$ cat src/rtl/booth_pkg.sv
// booth_pkg -- shared definitions for the sequential Booth multiplier.
//   state_t    : controller states IDLE / CALC / DONE
//   digit_t    : recoded Booth digit; bit 2 set means "subtract"
//   booth_iter : number of digit iterations for a given WIDTH and radix
package booth_pkg;

  typedef enum logic [1:0] {
    IDLE = 2'd0,
    CALC = 2'd1,
    DONE = 2'd2
  } state_t;

  typedef enum logic [2:0] {
    DIG_ZERO = 3'b000,
    DIG_P1   = 3'b001,
    DIG_P2   = 3'b010,
    DIG_M1   = 3'b101,
    DIG_M2   = 3'b110
  } digit_t;

  // One extra digit covers the extension bits, so unsigned operands with
  // the MSB set still recode correctly.
  function automatic int unsigned booth_iter(input int unsigned width,
                                             input bit          radix4);
    return radix4 ? (width / 2 + 1) : (width + 1);
  endfunction

endpackage

$ cat src/rtl/booth_recoder.sv
// booth_recoder -- maps a multiplier window to a Booth digit.
//   WIN_BITS = 2 : radix-2 window {q[i], q[i-1]},            digits {-1,0,+1}
//   WIN_BITS = 3 : radix-4 window {q[i+1], q[i], q[i-1]},    digits {-2..+2}
// Ports:
//   i_window : current multiplier window (LSB is the previously examined bit)
//   o_digit  : digit code consumed by the accumulate datapath
module booth_recoder
  import booth_pkg::*;
#(
  parameter int unsigned WIN_BITS = 2
) (
  input  logic [WIN_BITS-1:0] i_window,
  output digit_t              o_digit
);

  generate
    if (WIN_BITS == 3) begin : g_radix4
      always_comb begin
        o_digit = DIG_ZERO;
        case (i_window)
          3'b001, 3'b010: o_digit = DIG_P1;
          3'b011:         o_digit = DIG_P2;
          3'b100:         o_digit = DIG_M2;
          3'b101, 3'b110: o_digit = DIG_M1;
          default:        o_digit = DIG_ZERO;
        endcase
      end
    end else begin : g_radix2
      always_comb begin
        o_digit = DIG_ZERO;
        case (i_window)
          2'b01:   o_digit = DIG_P1;
          2'b10:   o_digit = DIG_M1;
          default: o_digit = DIG_ZERO;
        endcase
      end
    end
  endgenerate

endmodule

$ cat src/rtl/booth_multiplier_seq.sv
// booth_multiplier_seq -- sequential Booth multiplier, one digit per cycle,
// valid/ready handshake on both sides.
// Build option: define BOOTH_MUL_RADIX4_EN for radix-4 recoding
// (WIDTH/2+1 iterations); otherwise radix-2 (WIDTH+1 iterations).
// Ports:
//   clk, rst_n           : clock, asynchronous active-low reset
//   in_valid / in_ready  : operand handshake (in_ready high in IDLE only)
//   multiplicand (M)     : WIDTH-bit operand
//   multiplier   (Q)     : WIDTH-bit operand
//   signed_mode          : 1 = two's complement, 0 = unsigned
//   out_valid / out_ready: result handshake
//   product              : 2*WIDTH-bit exact product
module booth_multiplier_seq
  import booth_pkg::*;
#(
  parameter int unsigned WIDTH = 8
) (
  input  logic               clk,
  input  logic               rst_n,
  input  logic               in_valid,
  output logic               in_ready,
  input  logic [WIDTH-1:0]   multiplicand,
  input  logic [WIDTH-1:0]   multiplier,
  input  logic               signed_mode,
  output logic               out_valid,
  input  logic               out_ready,
  output logic [2*WIDTH-1:0] product
);

`ifdef BOOTH_MUL_RADIX4_EN
  localparam bit RADIX4 = 1'b1;
`else
  localparam bit RADIX4 = 1'b0;
`endif

  localparam int unsigned SHIFT = RADIX4 ? 2 : 1;
  localparam int unsigned WIN   = SHIFT + 1;
  localparam int unsigned QX_W  = WIDTH + SHIFT;
  localparam int unsigned ACC_W = 2 * WIDTH + 2;
  localparam int unsigned ITER  = booth_iter(WIDTH, RADIX4);
  localparam int unsigned CNT_W = $clog2(ITER + 1);
  localparam logic [CNT_W-1:0] LAST = CNT_W'(ITER - 1);

  state_t           r_state;
  state_t           w_state_nxt;
  logic             r_in_ready;
  logic [ACC_W-1:0] r_acc;
  logic [ACC_W-1:0] r_m;
  logic [QX_W:0]    r_q;
  logic [CNT_W-1:0] r_cnt;
  logic [ACC_W-1:0] w_m_ext;
  logic [QX_W-1:0]  w_q_ext;
  logic [ACC_W-1:0] w_addend;
  digit_t           w_digit;
  logic             w_accept;
  logic             w_unused;

  assign w_accept = in_valid && r_in_ready;

  // Extension is chosen by the mode sampled with the operands.
  assign w_m_ext = {{(ACC_W - WIDTH){signed_mode & multiplicand[WIDTH-1]}}, multiplicand};
  assign w_q_ext = {{SHIFT{signed_mode & multiplier[WIDTH-1]}}, multiplier};

  // r_q holds {extended Q, 0}; its low WIN bits are always the current
  // window, and it shifts right by one digit per iteration.
  booth_recoder #(
    .WIN_BITS (WIN)
  ) u_recoder (
    .i_window (r_q[WIN-1:0]),
    .o_digit  (w_digit)
  );

  // r_m is M pre-shifted to the current digit weight; arithmetic is modulo
  // 2^ACC_W, which is exact for the low 2*WIDTH product bits.
  always_comb begin
    w_addend = '0;
    case (w_digit)
      DIG_P1:  w_addend = r_m;
      DIG_M1:  w_addend = -r_m;
      DIG_P2:  w_addend = r_m << 1;
      DIG_M2:  w_addend = -(r_m << 1);
      default: w_addend = '0;
    endcase
  end

  always_comb begin
    w_state_nxt = r_state;
    case (r_state)
      IDLE:    if (w_accept)       w_state_nxt = CALC;
      CALC:    if (r_cnt == LAST)  w_state_nxt = DONE;
      DONE:    if (out_ready)      w_state_nxt = IDLE;
      default:                     w_state_nxt = IDLE;
    endcase
  end

  always_ff @(posedge clk or negedge rst_n) begin
    if (!rst_n) begin
      r_state    <= IDLE;
      r_in_ready <= 1'b0;
      r_acc      <= '0;
      r_m        <= '0;
      r_q        <= '0;
      r_cnt      <= '0;
    end else begin
      r_state    <= w_state_nxt;
      // Registered so in_ready stays low through reset and rises on the
      // first edge after it.
      r_in_ready <= (w_state_nxt == IDLE);
      if (w_accept) begin
        r_m   <= w_m_ext;
        r_q   <= {w_q_ext, 1'b0};
        r_acc <= '0;
        r_cnt <= '0;
      end else if (r_state == CALC) begin
        r_acc <= r_acc + w_addend;
        r_m   <= r_m << SHIFT;
        r_q   <= r_q >> SHIFT;
        r_cnt <= r_cnt + CNT_W'(1);
      end
    end
  end

  assign in_ready  = r_in_ready;
  assign out_valid = (r_state == DONE);
  assign product   = r_acc[2*WIDTH-1:0];

  // Guard bits of the accumulator never reach the output.
  assign w_unused  = ^r_acc[ACC_W-1 -: 2];

endmodule

$ cat config.mk
export PLATFORM = sky130hd
export DESIGN_NAME = booth_multiplier_seq
export DESIGN_NICKNAME = d
export VERILOG_FILES = /design/src/rtl/booth_pkg.sv /design/src/rtl/booth_recoder.sv /design/src/rtl/booth_multiplier_seq.sv
export SDC_FILE = /design/constraint.sdc
export NUM_CORES = 1
export LEC_CHECK = 0
export CORE_UTILIZATION = 36
export CTS_BUF_LIST = sky130_fd_sc_hd__clkbuf_2
export DETAILED_ROUTE_END_ITERATION = 7
export DONT_BUFFER_PORTS = 1
export SYNTH_ARGS = -nofsm -noshare
export SYNTH_HDL_FRONTEND = slang
export SYNTH_SLANG_ARGS = --single-unit
export TNS_END_PERCENT = 1
$ cat constraint.sdc
create_clock -name clk -period 4.8 [get_ports clk]
set_clock_uncertainty 0.2 [all_clocks]
set_input_delay 0.96 -clock clk [delete_from_list [all_inputs] [get_ports clk]]
set_output_delay 0.96 -clock clk [all_outputs]
set_load 0.02 [all_outputs]
==> reports/qor_table.md, run 1 <==
| Step | Result | Value |
|:---|:---|:---|
| run status | Run status | finished with violations |
| run status | Violated checks | design-rule violations |
| synth | Post-synthesis simple-gate area fraction | 0.258 |
| flow run | Max-cap violation count | 0 |
| drt | Routed metal-1 wirelength | 3660 um |
| final layout | Commonest non-fill, non-tap cells in the layout | 100 x sky130_fd_sc_hd__nand2_1, 50 x sky130_fd_sc_hd__nor2_1, 49 x sky130_fd_sc_hd__dfrtp_1 |
| critical path | Endpoint class of the critical path | register |
| synth | Largest family of logic cells by synthesized area | simple AND/OR/NAND/NOR gates |
| final layout | Count of nets after finishing | 452 |
| drt | DR WL met3 | 378 um |
| critical path | Arrival time at the worst endpoint | 3.93 ns |
| final layout | Area overhead of the layout relative to synthesis | 5.24% |
| final layout | Number of filler cells placed in the layout | 899 |
| pwr | Largest vdd supply drop | 0.340 mV |
| synth | Fraction of synthesized area in multiplexers | 0.0137 |
| clocking | Clock Path Buffers | 2 |
| clocking | Clock tree from TritonCTS | built |
| drt | DRT iter0 DRCs | 176 |
| synth | Most instantiated flip-flop cell in the synthesis netlist | sky130_fd_sc_hd__dfrtp_1 |
| final layout | Leading cell type in the layout, fill and taps excluded | sky130_fd_sc_hd__nand2_1 |
| drt | Routed wirelength normalized by instance count | 15.0 um |
| final layout | Post-Route Utilization | 0.394 |
| floorplanning | Total core area | 8810 um2 |
| final layout | Share of layout cells above drive strength 1 | 0.0560 |
| synth | Cells after Synth | 418 |
| drt | Number of vias per cell after detailed routing | 5.58 |
| pwr | Power per cell area | 771 nW/um2 |
| synth | Fraction of the mapped netlist area in compound gates | 0.201 |
| final layout | Post-route insts no fill | 519 |
| synth | Xor/xnor cell area share of the yosys netlist | 0.0372 |
| critical path | CP Launch Type | register |
| synth | Post-Synthesis Net Count | 460 |
| synth | Number of storage elements in the synthesis netlist | 49 |
| clocking | # clock sinks | 49 |
| timing | Fin crit share | 0.781 |
| clocking | Count of H-tree levels built during CTS | 2 |
| clocking | Clock tree root driver cell | sky130_fd_sc_hd__clkbuf_2 |
| pwr | Post-route total power | 2.67 mW |
| placement | HPWL after detailed placement | 5520 um |
| global route | Overall track demand over capacity in global routing | 0.169 |
| clocking | Cts bufs inserted | 5 |
| placement | Number of cells after detailed placement | 510 |
| synth | Post-synth EDFFs | 0 |
| timing | Transition at the pin with the smallest max-transition slack | 0.693 ns |
| critical path | Required time at the worst-slack endpoint | 4.98 ns |
| critical path | Crit Path Class | register to register |
| floorplanning | Initial Util | 0.374 |
| global route | Overflow after GRT | 0 |
| timing | Setup repair after global routing missed its margin | no |
| clocking | Worst-path clk slew | 0.28 ns |
| global route | Number of global-route vias before repair | 2760 |
| placement | Port buffer count | 0 |
| floorplanning | FP Rows | 34 |
| pwr | Leakage | 1.55 nW |
| timing | Headroom to the max-slew limit | 0.536 |
| synth | Share of synthesized area occupied by flip-flops and latches | 0.372 |
| synth | Area share of fa/ha/maj cells after synthesis | 0.0821 |
| synth | Average footprint of a synthesized cell | 7.88 um2 |
| clocking | Number of gates given a new drive strength after cts | 0 |
| timing | Highest clock frequency the design can meet | 267 MHz |
| final layout | Post-route cell area | 3470 um2 |
| placement | Placer Congestion | 0.826 |
| global route | Maximum number of pins on one net before global-route repair | 50 |
| timing | Count of pins over their slew limit | 0 |
| timing | Final Hold Vio Count | 0 |
| synth | Area of the mapped netlist | 3290 um2 |
| final layout | Number of diodes | 0 |
| drt | Metal2 WL | 3650 um |
| timing | Final critical path time including I/O delays and setup | 3.75 ns |
| drt | Max layer used | met4 |
| synth | Share of synthesized registers carrying an async set or reset | 1.00 |
| floorplanning | Number of I/O pins | 39 |
| clocking | Clock network latency to the later pin of the worst-skew pair | 0.45 ns |
| drt | # DRC | 2 |
| drt | Final antenna-violating net count | 0 |
| critical path | Worst-path maximum fanout | 5 |
| placement | Cell area reported after detailed placement | 3390 um2 |
| drt | Initial DRT Pass Iterations | 7 |
| timing | Final setup viols | 0 |
| drt | Via count | 2896 |
| hold path | Kind of path behind the tightest hold check | input pin to asynchronous set/reset pin |
| floorplanning | Die boundary width | 97.6 um |
| drt | Detailed Route WL | 7800 um |
| global route | Number of antenna violations at the first check in global routing | 0 |
| timing | Setup tns final | 0 ns |
| floorplanning | Die Outline Area | 9530 um2 |
| synth | Number of distinct library cell variants in the gate-level netlist after synthesis | 45 |
| synth | Number of warning messages in the yosys log | 0 |
| global route | Wire length of the first global-routing pass | 13100 um |
| floorplanning | Die H | 97.6 um |
==> routing by layer <==
| metal | global-route usage | vias to the layer above |
|---|---|---|
| met5 | 0 | - |
| met4 | 0.0455 | 0 |
| met3 | 0.0345 | 10 |
| met2 | 0.280 | 60 |
| met1 | 0.223 | 1378 |
| li1 | - | 1448 |
==> worst max-delay path, stage by stage, from the launching register on <==
cell and delay (ns):
sky130_fd_sc_hd__dfrtp_1 0.49, sky130_fd_sc_hd__inv_1 0.09, sky130_fd_sc_hd__ha_1 0.18, sky130_fd_sc_hd__nor3b_1 0.38, sky130_fd_sc_hd__nand4_1 0.23, sky130_fd_sc_hd__nor3_1 0.38
sky130_fd_sc_hd__nor3_1 0.08, sky130_fd_sc_hd__a21oi_1 0.15, sky130_fd_sc_hd__nor2_1 0.06, sky130_fd_sc_hd__ha_1 0.38, sky130_fd_sc_hd__nand2_1 0.11, sky130_fd_sc_hd__a21oi_1 0.18
sky130_fd_sc_hd__nor2_1 0.07, sky130_fd_sc_hd__a2111oi_0 0.45, sky130_fd_sc_hd__mux2i_1 0.16, sky130_fd_sc_hd__nand4_2 0.09
==> where the power goes <==
group / leakage, nW / internal (mW) / switching, mW
sequential: 0.607 / 0.605 / 0.292
clock: 0.0270 / 0.0361 / 0.147
combinational: 0.919 / 0.649 / 0.942
==> through the flow <==
stage | hold slack (ns) | setup WS, ns
6_report | 0.0978 | 1.05
4_1_cts | 0.0814 | 1.07
3_5_place_dp | 0.290 | 1.18
3_3_place_gp | 0.275 | 1.23
5_1_grt | 0.0708 | 0.655
2_1_floorplan | 0.255 | 1.44
==> state kept, by name, summed over array words and instances (netlist names) <==
signal / cells
r_cnt: 4
r_acc: 16
r_m: 16
r_q: 10
r_state: 2
in_ready: 1
==> cell type report <==
class | count | area [um2] | area share
multi-input combinational | 338 | 1960 | 0.565
clock inverter | 3 | 20.0 | 0.00578
inverter | 10 | 37.5 | 0.0108
timing repair buffer | 6 | 65.1 | 0.0188
clock buffer | 5 | 25.0 | 0.00722
sequential | 49 | 1230 | 0.354
tap | 108 | 135 | 0.0390
==> timing repair <==
| item | in CTS | in global routing |
|---|---|---|
| buffers inserted | 0 | 0 |
| hold buffers | 1 | 0 |
| hold endpoints to repair | 49 | 0 |
==> synth_stat cells (5+ instances only) <==
cell type,number,area (um2)
sky130_fd_sc_hd__xnor2_1,10,87.6
sky130_fd_sc_hd__nor2_1,50,188
sky130_fd_sc_hd__inv_1,10,37.5
sky130_fd_sc_hd__a31oi_1,24,150
sky130_fd_sc_hd__dfrtp_1,49,1230
sky130_fd_sc_hd__o21ai_0,14,70.1
sky130_fd_sc_hd__a21oi_1,40,200
sky130_fd_sc_hd__ha_1,20,250
sky130_fd_sc_hd__clkbuf_1,16,60.1
sky130_fd_sc_hd__a21o_1,7,52.6
sky130_fd_sc_hd__nand3_1,6,30.0
sky130_fd_sc_hd__nand4_1,5,31.3
sky130_fd_sc_hd__nor3_1,10,50.1
sky130_fd_sc_hd__a311oi_1,5,43.8
sky130_fd_sc_hd__nand2_1,100,375
==> final timing paths <==
kind | start | endpoint | slack [ns] | cells past startpoint
setup / recovery | r_m[0] | r_acc[15] | 1.05 | 15
hold / removal | rst_n | r_q[2] | 0.1 | 1
setup reg to reg | r_m[0] | r_acc[15] | 1.05 | 15
hold reg to reg | r_q[9] | r_q[9] | 0.35 | 1
max in group asynchronous | rst_n | r_acc[13] | 4.04 | 1
min in group clk | r_q[9] | r_q[9] | 0.35 | 1
==> logic make-up after synthesis <==
kind of cell / Yosys count
AOI/OAI and AO/OA: 106
adders and majority gates: 21
muxes: 4
and+or+nand+nor: 193
DFF: 49
buffers and inverters: 31
xor gates and xnor gates: 14
Note: power is estimated with default switching activity, not from simulation.
==> inputs of run 2 (changes only) <==
==> constraint.sdc (replaced) <==
create_clock -name clk -period 3.7 [get_ports clk]
set_clock_uncertainty 0.2 [all_clocks]
set_input_delay 0.74 -clock clk [delete_from_list [all_inputs] [get_ports clk]]
set_output_delay 0.74 -clock clk [all_outputs]
set_load 0.02 [all_outputs]
==> reports/qor_table.md, run 2 (synthesis results as in run 1) <==
| Step | Result | Value | Change |
|:---|:---|:---|:---|
| timing | Count of pins over their slew limit | 0 | unchanged |
| clocking | Count of H-tree levels built during CTS | 2 | unchanged |
| clocking | Clock Path Buffers | 2 | unchanged |
| floorplanning | Initial Util | 0.374 | unchanged |
| drt | Detailed Route WL | 7770 um | -0.38% |
| timing | Worst Setup Slack, final | 0.322 ns | -0.730 ns |
| hold path | Startpoint of the tightest hold check path | out_ready |  |
| run status | Run status | finished with violations |  |
| global route | Maximum number of pins on one net before global-route repair | 50 | unchanged |
| pwr | Relative contribution of combinational cells to total power | 0.594 | -0.002 |
| critical path | Critical path launch point | r_m[3] |  |
| flow run | Max-cap violation count | 0 | unchanged |
| timing | Highest clock frequency the design can meet | 296 MHz | +11% |
| pwr | Post-route total power | 3.62 mW | +35% |
| critical path | Arrival time at the worst endpoint | 3.57 ns | -0.36 ns |
| timing | Setup repair after global routing missed its margin | yes |  |
| clocking | Clock tree root driver cell | sky130_fd_sc_hd__clkbuf_2 |  |
| critical path | Critical-path top delay cell | sky130_fd_sc_hd__dfrtp_1 |  |
| timing | Final Hold Vio Count | 0 | unchanged |
| drt | Number of vias per cell after detailed routing | 5.55 | -0.58% |
| placement | Placer Congestion | 0.840 | +1.7% |
| timing | Transition at the pin with the smallest max-transition slack | 1.11 ns | +0.414 ns |
| timing | Setup tns final | 0 ns | unchanged |
| clocking | # clock sinks | 49 | unchanged |
| critical path | Worst path max stage delay | 0.54 ns | +0.05 ns |
| drt | DRT iter0 DRCs | 197 | +12% |
| pwr | Clock share of power | 0.085 | +0.016 |
| timing | Headroom to the max-slew limit | 0.262 | -0.274 |
| critical path | Startpoint of the worst register-to-register path | r_m[3] |  |
| clocking | Clock network latency to the later pin of the worst-skew pair | 0.43 ns | -0.02 ns |
| floorplanning | FP Rows | 34 | unchanged |
| critical path | Required time at the worst-slack endpoint | 3.89 ns | -1.09 ns |
| critical path | CP Launch Type | register |  |
| global route | Wire length of the first global-routing pass | 13100 um | about the same |
| critical path | Ordered list of cells on the worst path | or4_4, nor2_1, nand3_1, a311oi_1, ha_1, nand2_1, o21ai_0, a21oi_2, a2111oi_1, mux2i_1, nand4_2 |  |
| hold path | End point of the worst hold path | r_state[1] |  |
| critical path | FF-to-FF path depth | 11 | -4 |
| floorplanning | Die H | 97.6 um | unchanged |
| timing | Final setup viols | 0 | unchanged |
| run status | Violated checks | design-rule violations |  |
| placement | Number of cells after detailed placement | 514 | +0.78% |
| floorplanning | Total core area | 8810 um2 | unchanged |
| critical path | Worst-case register-to-register setup slack | 0.32 ns | -0.73 ns |
| pwr | Design internal power | 1.80 mW | +39% |
| clocking | Clock tree from TritonCTS | built |  |
| drt | # DRC | 2 | unchanged |
| critical path | Worst-path maximum fanout | 7 | +2 |
| floorplanning | Number of I/O pins | 39 | unchanged |
| global route | Overflow after GRT | 0 | unchanged |
| placement | Cell area reported after detailed placement | 3420 um2 | +0.88% |
| final layout | Post-route cell area | 3560 um2 | +2.7% |
| final layout | Leading cell type in the layout, fill and taps excluded | sky130_fd_sc_hd__nand2_1 |  |
| hold path | Kind of path behind the tightest hold check | input pin to register |  |
| final layout | Area overhead of the layout relative to synthesis | 8.13% |  |
| drt | Initial DRT Pass Iterations | 6 | -1 |
| floorplanning | Die Outline Area | 9530 um2 | unchanged |
| global route | Number of antenna violations at the first check in global routing | 0 | unchanged |
| clocking | Worst-path clk slew | 0.28 ns | about the same |
| critical path | Crit Reg-Reg Endpoint | r_acc[15] |  |
| final layout | Number of diodes | 0 | unchanged |
| global route | Number of global-route vias before repair | 2707 | -1.9% |
| drt | Routed wirelength normalized by instance count | 14.8 um | -1.3% |
| final layout | Top Registers | r_acc: 16 flops, r_m: 16 flops, r_q: 10 flops |  |
| placement | HPWL after detailed placement | 5630 um | +1.9% |
| clocking | Cts bufs inserted | 5 | unchanged |
| pwr | Relative contribution of sequential cells to total power | 0.320 | -0.016 |
| timing | Final critical path time including I/O delays and setup | 3.38 ns | -0.370 ns |
| placement | Setup Slack @ Placement | 0.0644 ns | -1.11 ns |
| final layout | Share of layout cells above drive strength 1 | 0.0769 | +0.0210 |
| placement | Port buffer count | 0 | unchanged |
| pwr | Power per cell area | 1020 nW/um2 | +32% |
| final layout | Post-route insts no fill | 524 | +0.96% |
| clocking | Total setup buffers inserted after CTS | 0 | unchanged |
| drt | Via count | 2907 | +0.38% |
| pwr | Largest vdd supply drop | 0.511 mV | +50% |
| hold path | Cell count of the worst hold path | 1 |  |
| global route | Overall track demand over capacity in global routing | 0.168 | -0.00106 |
| final layout | Commonest non-fill, non-tap cells in the layout | 100 x sky130_fd_sc_hd__nand2_1, 50 x sky130_fd_sc_hd__nor2_1, 49 x sky130_fd_sc_hd__dfrtp_1 |  |
| drt | Final antenna-violating net count | 0 | unchanged |
| pwr | Psw | 1.82 mW | +32% |
| pwr | Fraction of power spent switching nets | 0.503 | -0.0138 |
| critical path | Endpoint class of the critical path | register |  |
| pwr | Leakage | 1.60 nW | +3.2% |
| timing | Fin crit share | 0.913 | +0.132 |
| critical path | Buf+Inv Stages, Crit Path | 0 | -1 |
| critical path | Crit Path Class | register to register |  |
| critical path | Kind of cell with the highest combined delay on the critical path | compound AO/OA/AOI/OAI gates |  |
| final layout | Number of filler cells placed in the layout | 886 | -1.4% |
| final layout | Count of nets after finishing | 457 | +1.1% |
| floorplanning | Die boundary width | 97.6 um | unchanged |
==> run 2: cell types whose count changed in the layout (fill, tap and decap cells not counted), sizes merged <==
cell	before	now
bufinv	0	1
inv	11	12
dlygate4sd3	0	1
buf	6	10
clkinvlp	1	0
clkinv	1	0
==> run 2: area by class of cell <==
cell class | instances | area (um2) | share of cell area
multi-input cells | 338 | 1980 | 0.557
inverters | 10 | 37.5 | 0.0105
well taps | 108 | 135 | 0.0379
clock buffers | 5 | 25.0 | 0.00703
clock inverters | 3 | 47.5 | 0.0134
repair buffers | 11 | 105 | 0.0295
flip-flops and latches | 49 | 1230 | 0.344
==> run 2: power by group through the flow <==
stage          combinational (mW)  clock [mW]  sequential (mW)
5_1_grt                      2.44       0.344             1.20
4_1_cts                      2.14       0.324             1.16
6_report                     2.15       0.308             1.16
3_3_place_gp                 2.08           0             1.16
2_1_floorplan                1.70           0             1.09
3_5_place_dp                 2.12           0             1.17
==> run 2: repair_timing <==
action	CTS	global route
endpoints found under the hold margin	49	0
resized for setup	1	5
gates cloned	0	0
setup endpoints to repair	2	6
hold buffers	2	0
==> run 2: how the worst max path moves through the flow <==
stage	end	slack (ns)	cells after the start
5_1_grt	r_acc[15]	-0.01	11
3_5_place_dp	r_acc[15]	0.06	13
3_3_place_gp	r_acc[13]	0.06	13
6_report	r_acc[15]	0.32	11
4_1_cts	r_acc[15]	0.04	13
2_1_floorplan	r_acc[12]	0.34	12
==> run 2: through the flow <==
step	util	hold WS, ns
after floorplan	-	0.244
after CTS	0.402	0.159
after global placement	0.389	0.246
after detailed placement	0.389	0.246
final	0.404	0.203
after global routing	0.404	0.143
==> run 2: layer usage <==
| layer | global-route usage | wire [um] | part of all wire | vias up |
|---|---|---|---|---|
| li1 | - | - | - | 1465 |
| met1 | 0.231 | 3630 | 0.47 | 1361 |
| met2 | 0.271 | 3600 | 0.46 | 72 |
| met3 | 0.0324 | 456 | 0.059 | 9 |
| met4 | 0.0396 | 82 | 0.011 | 0 |
| met5 | 0 | 0 | 0 | - |
==> inputs of run 3 (changes only) <==
--- a/config.mk
+++ b/config.mk
@@ -11,5 +11,6 @@
 export DONT_BUFFER_PORTS = 1
 export SYNTH_ARGS = -nofsm -noshare
 export SYNTH_HDL_FRONTEND = slang
+export SYNTH_HIERARCHICAL = 1
 export SYNTH_SLANG_ARGS = --single-unit
 export TNS_END_PERCENT = 1
==> reports/qor_table.md, run 3 <==
| Step | Result | Value | Change |
|:---|:---|:---|:---|
| synth | Most frequent cell after synthesis | sky130_fd_sc_hd__nand2_1 |  |
| clocking | Count of H-tree levels built during CTS | 2 | unchanged |
| placement | Setup Slack @ Placement | -0.135 ns | -0.200 ns |
| run status | Violated checks | negative setup slack |  |
| drt | Number of vias per cell after detailed routing | 5.56 | +0.24% |
| pwr | Post-route total power | 4.23 mW | +17% |
| clocking | # clock sinks | 49 | unchanged |
| critical path | FF-to-FF path depth | 15 | +4 |
| final layout | Leading cell type in the layout, fill and taps excluded | sky130_fd_sc_hd__nand2_1 |  |
| synth | Most instantiated flip-flop cell in the synthesis netlist | sky130_fd_sc_hd__dfrtp_1 |  |
| floorplanning | FP Rows | 35 | +2.9% |
| drt | Routed wirelength normalized by instance count | 16.0 um | +7.8% |
| global route | Overall track demand over capacity in global routing | 0.193 | +0.0259 |
| run status | Run status | finished with violations |  |
| timing | Headroom to the max-slew limit | 0.462 | +0.201 |
| critical path | Ordered list of cells on the worst path | inv_1, ha_4, or4b_4, or2_4, o41ai_4, xnor2_2, a22oi_1, nor2_1, ha_1, a21oi_2, o21ai_1, a31o_2, or3_1, mux2i_1, mux2i_1 |  |
| critical path | CP Launch Type | register |  |
| floorplanning | Die Outline Area | 9870 um2 | +3.5% |
| timing | Setup repair after global routing missed its margin | yes |  |
| critical path | Critical path depth | 15 | +4 |
| hold path | Startpoint of the tightest hold check path | multiplicand[0] |  |
| placement | HPWL after detailed placement | 6720 um | +19% |
| hold path | End point of the worst hold path | r_m[0] |  |
| drt | Detailed Route WL | 9180 um | +18% |
| timing | Final Hold Vio Count | 0 | unchanged |
| clocking | Worst-path clk slew | 0.28 ns | about the same |
| timing | Min Hold Slack | 0.197 ns | -0.00544 ns |
| placement | Placer Congestion | 0.909 | +8.2% |
| synth | Cells after Synth | 427 | +2.2% |
| clocking | Clock Path Buffers | 2 | unchanged |
| pwr | Relative contribution of sequential cells to total power | 0.260 | -0.060 |
| drt | DRT iter0 DRCs | 199 | +1.0% |
| floorplanning | Number of I/O pins | 39 | unchanged |
| synth | Post-Synthesis Net Count | 470 | +2.2% |
| synth | Share of synthesized registers carrying an async set or reset | 1.00 | unchanged |
| floorplanning | Die H | 99.3 um | +1.7% |
| clocking | Clock network latency to the later pin of the worst-skew pair | 0.45 ns | +0.02 ns |
| final layout | Count of nets after finishing | 505 | +11% |
| floorplanning | Die boundary width | 99.3 um | +1.7% |
| critical path | Endpoint class of the critical path | register |  |
| synth | Number of warning messages in the yosys log | 6 | +6 |
| timing | Count of pins over their slew limit | 0 | unchanged |
| global route | Number of global-route vias before repair | 3082 | +14% |
| global route | Number of antenna violations at the first check in global routing | 0 | unchanged |
| pwr | Relative contribution of combinational cells to total power | 0.667 | +0.073 |
| critical path | Arrival time at the worst endpoint | 4.07 ns | +0.50 ns |
| pwr | Clock share of power | 0.073 | -0.012 |
| pwr | Leakage | 1.80 nW | +13% |
| clocking | Clock tree root driver cell | sky130_fd_sc_hd__clkbuf_2 |  |
| critical path | Worst-path maximum fanout | 3 | -4 |
| timing | Final critical path time including I/O delays and setup | 3.86 ns | +0.482 ns |
| timing | Worst Setup Slack, final | -0.160 ns | -0.482 ns |
| final layout | Area overhead of the layout relative to synthesis | 18.5% |  |
| timing | Fin crit share | 1.04 | +0.130 |
| drt | Initial DRT Pass Iterations | 4 | -2 |
| drt | # DRC | 0 | -2 |
| critical path | Buf+Inv Stages, Crit Path | 1 | +1 |
| floorplanning | Initial Util | 0.371 | -0.00309 |
| final layout | Number of diodes | 0 | unchanged |
| clocking | Clock tree from TritonCTS | built |  |
| synth | Number of distinct library cell variants in the gate-level netlist after synthesis | 49 | +8.9% |
| placement | Port buffer count | 0 | unchanged |
| synth | Share of synthesized area occupied by flip-flops and latches | 0.360 | -0.0128 |
| drt | Via count | 3192 | +9.8% |
| hold path | Cell count of the worst hold path | 1 | unchanged |
| final layout | Share of layout cells above drive strength 1 | 0.175 | +0.0980 |
| hold path | Kind of path behind the tightest hold check | input pin to register |  |
| placement | Number of cells after detailed placement | 560 | +8.9% |
| critical path | Crit Reg-Reg Endpoint | r_acc[15] |  |
| critical path | Kind of cell with the highest combined delay on the critical path | simple AND/OR/NAND/NOR gates |  |
| final layout | Post-route insts no fill | 574 | +9.5% |
| synth | Post-synth EDFFs | 0 | unchanged |
| timing | Highest clock frequency the design can meet | 259 MHz | -12% |
| clocking | Cts bufs inserted | 5 | unchanged |
| synth | Cell taking the most area after synthesis | sky130_fd_sc_hd__dfrtp_1 |  |
| critical path | Required time at the worst-slack endpoint | 3.91 ns | +0.02 ns |
| drt | Final antenna-violating net count | 0 | unchanged |
| pwr | Fraction of power spent switching nets | 0.480 | -0.0229 |
| final layout | Top Registers | r_acc: 16 flops, r_m: 16 flops, r_q: 10 flops |  |
| synth | Top cells by instance count after synthesis | 84 x sky130_fd_sc_hd__nand2_1, 49 x sky130_fd_sc_hd__dfrtp_1, 45 x sky130_fd_sc_hd__nor2_1 |  |
| global route | Wire length of the first global-routing pass | 15300 um | +17% |
| pwr | Design internal power | 2.20 mW | +22% |
| global route | Maximum number of pins on one net before global-route repair | 50 | unchanged |
| flow run | Max-cap violation count | 0 | unchanged |
| pwr | Largest vdd supply drop | 0.546 mV | +6.8% |
| global route | Overflow after GRT | 0 | unchanged |
| pwr | Psw | 2.03 mW | +12% |
| final layout | Number of filler cells placed in the layout | 932 | +5.2% |
| floorplanning | Total core area | 9200 um2 | +4.4% |
| synth | Top-area cell type share of the netlist area | 0.360 | -0.0128 |
| synth | Largest cells by area after synthesis | sky130_fd_sc_hd__dfrtp_1 36%, sky130_fd_sc_hd__nand2_1 9.2%, sky130_fd_sc_hd__ha_1 7.7% |  |
| pwr | Power per cell area | 1050 nW/um2 | +3.1% |
| final layout | Post-Route Utilization | 0.440 | +0.0352 |
| critical path | Worst-case register-to-register setup slack | -0.16 ns | -0.48 ns |
| critical path | Critical-path top delay cell | sky130_fd_sc_hd__dfrtp_1 |  |
| synth | Average footprint of a synthesized cell | 7.99 um2 | +1.4% |
| timing | Transition at the pin with the smallest max-transition slack | 0.806 ns | -0.301 ns |
| timing | Final setup viols | 3 | +3 |
| synth | Area of the mapped netlist | 3410 um2 | +3.6% |
| synth | Number of storage elements in the synthesis netlist | 49 | unchanged |
| critical path | Cell with the most instances on the worst path | sky130_fd_sc_hd__mux2i_1 |  |
| critical path | Worst path max stage delay | 0.47 ns | -0.07 ns |
| critical path | Crit Path Class | register to register |  |
| final layout | Commonest non-fill, non-tap cells in the layout | 84 x sky130_fd_sc_hd__nand2_1, 49 x sky130_fd_sc_hd__dfrtp_1, 48 x sky130_fd_sc_hd__buf_4 |  |
| critical path | Startpoint of the worst register-to-register path | r_m[0] |  |
## run 3: cell count changes after synthesis, moves of 5 or more
| cell | previous run | this run |
|---|---|---|
| sky130_fd_sc_hd__a22oi_1 | 1 | 13 |
| sky130_fd_sc_hd__a21oi_1 | 40 | 30 |
| sky130_fd_sc_hd__nand2_1 | 100 | 84 |
| sky130_fd_sc_hd__xnor2_1 | 10 | 15 |
| sky130_fd_sc_hd__o21ai_0 | 14 | 25 |
| sky130_fd_sc_hd__a311oi_1 | 5 | 0 |
| sky130_fd_sc_hd__nor2_1 | 50 | 45 |
| sky130_fd_sc_hd__inv_1 | 10 | 16 |
## run 3: cell type report
cell class                 instances  area [um2]  share of cell area
tap                              111         139              0.0344
clock inverter                     3        43.8              0.0108
sequential                        49        1230               0.303
inverter                          16        60.1              0.0149
timing repair buffer              50         398              0.0984
multi-input combinational        340        2150               0.532
clock buffer                       5        25.0             0.00619
## run 3: timing repair
action / CTS / global route
hold endpoints to repair: 49 / 0
gates resized for setup: 4 / 18
buffers inserted: 3 / 1
hold buffers: 2 / 0
pin swaps: 1 / 11
endpoints found under the setup margin: 3 / 7
cloned: 0 / 0
## run 3: cell families (layout without fill, tap and decap cells)
kind of cell / Yosys count / after routing / share of synthesized area
multiplexers: 2 / 2 / 0.00587
adder cells (fa/ha/maj): 22 / 22 / 0.0829
AO/OA/AOI/OAI: 120 / 120 / 0.227
buffers and inverters: 38 / 74 / 0.0429
other: 1 / 1 / 0.00110
XOR/XNOR: 17 / 17 / 0.0437
AND/OR/NAND/NOR: 178 / 178 / 0.237
flip-flops: 49 / 49 / 0.360
## run 3: metrics by stage
step	setup TNS, ns	instance area, um2
final	-0.288	4040
after global routing	-0.966	4040
after CTS	-0.339	3950
after detailed placement	-0.376	3810
after global placement	-0.149	3810
after floorplan	0	3420
## run 3: routing by layer
| layer | vias to the layer above | wire length [um] | part of all wire | track usage |
|---|---|---|---|---|
| met1 | 1551 | 4370 | 0.48 | 0.270 |
| li1 | 1579 | - | - | - |
| met3 | 6 | 326 | 0.036 | 0.0337 |
| met5 | - | 0 | 0 | 0 |
| met4 | 0 | 45 | 0.0049 | 0.0407 |
| met2 | 56 | 4450 | 0.48 | 0.315 |
## run 3: power by group through the flow
stage	sequential, mW	clock [mW]	combinational [mW]
global placement	1.11	0	2.62
detailed placement	1.11	0	2.67
finish	1.10	0.309	2.82
floorplan	1.09	0	1.78
global route	1.13	0.338	3.15
CTS	1.10	0.325	2.72
## run 3: how the worst max path moves through the flow
stage,start,to,slack (ns)
final,r_m[0],r_acc[15],-0.16
after global routing,r_m[1],r_acc[15],-0.41
after CTS,r_m[6],r_acc[14],-0.13
after detailed placement,r_m[0],r_acc[15],-0.14
after global placement,r_m[1],r_acc[14],-0.05
after floorplan,r_m[4],r_acc[15],0.003
